===== config.mk =====
export PLATFORM = sky130hd
export DESIGN_NAME = acc_drain_seq
export DESIGN_NICKNAME = d
export VERILOG_FILES = /design/src/rtl/acc_drain_seq.sv
export SDC_FILE = /design/constraint.sdc
export NUM_CORES = 1
export LEC_CHECK = 0
export ABC_AREA = 1
export CORE_MARGIN = 5
export CORE_UTILIZATION = 35
export CTS_CLUSTER_SIZE = 8
export DETAILED_ROUTE_END_ITERATION = 10
export PLACE_DENSITY = 0.83
export SETUP_SLACK_MARGIN = 0.05
export SLEW_MARGIN = 40
export SYNTH_ARGS = -nofsm -noshare
export SYNTH_HDL_FRONTEND = slang
export SYNTH_SLANG_ARGS = --single-unit
export TNS_END_PERCENT = 1

===== constraint.sdc =====
create_clock -name clk -period 1.9 [get_ports clk]
set_input_delay 0.38 -clock clk [delete_from_list [all_inputs] [get_ports clk]]
set_output_delay 0.38 -clock clk [all_outputs]
set_load 0.02 [all_outputs]

===== src/rtl/acc_drain_seq.sv =====
// acc_drain_seq: drains four 4-entry accumulator banks to a ready/valid stream
// Ports:
//    clk, rst        clock and synchronous active-high reset
//    start           one-cycle drain request, honoured only when idle
//    buff_full[3:0]  bank b holds four valid entries
//    acc_in          16 flattened DATA_W entries, slice 4*bank+entry, LSB-first
//    out_ready       downstream accepts out_data this cycle
//    out_valid       out_data holds a valid entry
//    out_data        registered entry on offer
//    custom_mux_sel  {bank, entry} of the entry on offer
//    buff_clear      one-cycle pulse per bank once its last entry is accepted
//    busy            high outside IDLE
//    done            one-cycle pulse once all 16 entries are accepted
module acc_drain_seq #(
   parameter int DATA_W = 16
) (
   input  logic                 clk,
   input  logic                 rst,
   input  logic                 start,
   input  logic [3:0]           buff_full,
   input  logic [16*DATA_W-1:0] acc_in,
   input  logic                 out_ready,
   output logic                 out_valid,
   output logic [DATA_W-1:0]    out_data,
   output logic [3:0]           custom_mux_sel,
   output logic [3:0]           buff_clear,
   output logic                 busy,
   output logic                 done
);
   typedef enum logic [1:0] {IDLE, WAIT, SEND, DONE} state_t;
   state_t state;
   logic [1:0] bank, entry;
   logic [DATA_W-1:0] ent [16];
   for (genvar i = 0; i < 16; i++) begin : g_ent
      assign ent[i] = acc_in[i*DATA_W +: DATA_W];
   end
   assign custom_mux_sel = {bank, entry};
   always_ff @(posedge clk) begin
      if (rst) begin
         state      <= IDLE;
         bank       <= '0;
         entry      <= '0;
         out_valid  <= 1'b0;
         out_data   <= '0;
         buff_clear <= '0;
         busy       <= 1'b0;
         done       <= 1'b0;
      end else begin
         buff_clear <= '0;
         done       <= 1'b0;
         case (state)
            IDLE: if (start) begin
               state <= WAIT;
               busy  <= 1'b1;
               bank  <= '0;
               entry <= '0;
            end
            WAIT: if (buff_full[bank]) begin
               state     <= SEND;
               out_valid <= 1'b1;
               out_data  <= ent[{bank, 2'd0}];
            end
            SEND: if (out_ready) begin
               if (entry != 2'd3) begin
                  // next entry is captured on the accepting edge for full throughput
                  entry    <= entry + 2'd1;
                  out_data <= ent[{bank, entry + 2'd1}];
               end else begin
                  out_valid  <= 1'b0;
                  entry      <= '0;
                  buff_clear <= 4'b0001 << bank;
                  if (bank == 2'd3) begin
                     state <= DONE;
                     done  <= 1'b1;
                     bank  <= '0;
                  end else begin
                     state <= WAIT;
                     bank  <= bank + 2'd1;
                  end
               end
            end
            DONE: begin
               state <= IDLE;
               busy  <= 1'b0;
            end
         endcase
      end
   end
endmodule


==> flow_metrics.env <==
export IMPL_final_hold_viol_count=0
export IMPL_drive_gt1_frac=0.0434
export IMPL_core_rowCount=42
export IMPL_antenna_found_initial=2
export IMPL_final_cells=1444
export IMPL_dp_cells=1435
export IMPL_synthDistinctLibCells=23
export IMPL_setup_viol=0
export IMPL_pre_cts_ws_ns=0.0959
export IMPL_num_vias=7229
export IMPL_ios=291
export IMPL_drv_slew=0
export IMPL_cts_tree="built"
export IMPL_synth_warnings=0
export IMPL_path_class="reg -> reg"
export IMPL_syn_num_nets=1280
export IMPL_fin_skew_ns=0.00423
export IMPL_grt_pass1_vias=6891
export IMPL_cts_num_sinks=29
export IMPL_path_clk_slew_ns=0.05
export IMPL_yosysSeqAreaShare=0.121
export IMPL_routed_wirelength_mm=24.0
export IMPL_grt_use_met1=0.352
export IMPL_setup_tns_ns=0
export IMPL_place_congestion=0.936
export IMPL_status="complete, no violations"
export IMPL_worstPathMaxFanout=35
export IMPL_holdPathEnd="out_data[4]"
export IMPL_intPower_mw=2.66
export IMPL_drcViolationCount=0
export IMPL_rr_startpoint="entry[0]"
export IMPL_fillers=1391
export IMPL_fp_dieH_um=127
export IMPL_grtUsageTotal=0.282
export IMPL_start_kind="flip-flop"
export IMPL_worst_skew_pair_late_latency_ns=0.28
export IMPL_drt_pass1_iter_count=5
export IMPL_via_per_inst=5.01
export IMPL_cts_buffers=5
export IMPL_switching_share=0.441
export IMPL_dp_hpwl_mm=19.1
export IMPL_fin_util=0.605
export IMPL_p_clk_frac=0.177
export IMPL_end_kind="flip-flop"
export IMPL_max_freq_mhz=567
export IMPL_synth_seq_cells=29
export IMPL_ff2ff_path_depth=9
export IMPL_area_delta_synth_final_pct=67.9
export IMPL_ant_nets=0
export IMPL_rsz0062_at_grt="yes"
export IMPL_holdCritStartpoint="out_data[4]"
export IMPL_busiest_layer="met2"
export IMPL_ir_worst_vdd_v=0.000453
export IMPL_final_cell_mix="nand2_1 (417), clkdlybuf4s50_1 (289), nand3_1 (187), inv_1 (145), nor2_1 (49)"
export IMPL_seqPwrFrac=0.163
export IMPL_r2r_slack_ns=0.14
export IMPL_die_w_um=127
export IMPL_use_met3=0.0576
export IMPL_min_path_type="reg -> reg"
export IMPL_finalCritPeriodShare=0.928
export IMPL_grt_use_met2=0.493
export IMPL_avgSynthCellArea_sq_um=4.74
export IMPL_slew_headroom=0.707
export IMPL_start_util=0.360
export IMPL_wl_per_cell_um=16.7
export IMPL_drt_iter0_drc=522
export IMPL_fin_ws_ns=0.136
export IMPL_final_common_cell="nand2_1"
export IMPL_io_buffers=290
export IMPL_cp_arrival_ns=1.97
export IMPL_grt_overflow=0
export IMPL_power_density_nw_per_um2=590
export IMPL_die_area_sq_um=16200
export IMPL_worstMarginPinSlew_ns=0.435
export IMPL_power_leakage_nw=3.97
export IMPL_holdWs_ns=0.465
export IMPL_syn_inst=1014
export IMPL_maxCapViolCount=0
export IMPL_p_comb_frac=0.661
export IMPL_switchingPower_mw=2.10
export IMPL_clk_path_buf_depth=2
export IMPL_hold_path_cell_count=2
export IMPL_fin_nets=1532
export IMPL_r2r_end="out_data[0]"
export IMPL_fin_crit_ns=1.76
export IMPL_cts_root_buffer="clkbuf_16"
export IMPL_postCtsHoldBufs=0
export IMPL_grt_pass1_wl_mm=36.7
export IMPL_synth_area_sq_um=4810
export IMPL_htree_levels=2
export IMPL_grt_max_degree=60
export IMPL_design_core_area_sq_um=13300
export IMPL_critPathRequiredTime_ns=2.10
worst max-delay path: stages, from the launching register on:
cell	delay, ns
dfxtp_4	0.40
ha_2	0.32
inv_2	0.11
buf_12	0.20
nand3_1	0.10
nand3_1	0.10
nand3_1	0.13
nand3_1	0.12
nand2_1	0.06
a21oi_1	0.13
per-stage QoR:
step | power (mW) | instance area (sq um)
final | 4.76 | 8070
after detailed placement | 3.91 | 7900
after global routing | 5.12 | 8070
after CTS | 4.75 | 8060
after floorplan | 2.58 | 4810
after global placement | 3.88 | 7900
power groups by stage:
stage	clock network, mW	logic (mW)	registers (mW)
after global placement	0	3.10	0.785
after global routing	0.870	3.46	0.786
after floorplan	0	1.72	0.859
after CTS	0.842	3.13	0.775
after detailed placement	0	3.12	0.785
final	0.840	3.14	0.775
flip-flops by register name, indices dropped and copies added (netlist names):
register,cells
bank,2
state,2
out_data,16
buff_clear,4
entry,2
busy,1
out_valid,1
done,1
cells by family after synthesis:
kind of cell / share of synthesized area
simple gates: 0.584
fa+ha+maj: 0.00520
buf+inv: 0.193
flops: 0.121
compound gates: 0.0966
synthesized netlist by cell type, drive strengths merged:
library cell | count | area, sq um
nand2 | 420 | 1580
nand3 | 189 | 958
inv | 150 | 563
buf | 56 | 313
nor2 | 50 | 195
a21oi | 48 | 240
o21ai | 43 | 215
dfxtp | 29 | 581
clkbuf | 14 | 52.6
or2 | 8 | 50.1
nor3 | 3 | 15.0
ha | 2 | 25.0
nand4 | 1 | 6.26
o2111ai | 1 | 8.76
layer usage:
| layer | routed length [um] | vias up | share of wire |
|---|---|---|---|
| met2 | 11500 | 353 | 0.48 |
| met5 | 13 | - | 0.00054 |
| met3 | 2290 | 42 | 0.095 |
| met4 | 673 | 2 | 0.028 |
| li1 | - | 3622 | - |
| met1 | 9550 | 3210 | 0.40 |
what timing repair did:
action                                  CTS  global route
buffers inserted                          0             0
cloned                                    0             0
gates resized for setup                   1             2
endpoints found under the setup margin    1            10
area by class of cell:
| class | instances | area, sq um | share of cell area |
|---|---|---|---|
| Antenna cell | 1 | 2.50 | 0.000310 |
| Clock buffer | 7 | 153 | 0.0189 |
| Clock inverter | 1 | 5.00 | 0.000620 |
| Inverter | 150 | 566 | 0.0701 |
| Tap cell | 176 | 220 | 0.0273 |
| Timing Repair Buffer | 315 | 3230 | 0.400 |
| Sequential cell | 29 | 587 | 0.0727 |
| Multi-Input combinational cell | 765 | 3310 | 0.410 |
worst max path at each step:
stage                       from      endpoint  slack, ns
finish                  entry[0]   out_data[0]       0.14
global route            entry[0]   out_data[2]       0.02
CTS                     entry[0]   out_data[1]       0.12
detailed placement  buff_full[3]   out_data[0]        0.1
global placement    buff_full[3]  out_data[13]       0.13
floorplan               entry[0]   out_data[2]       0.17
(Power assumes the default switching activity.)
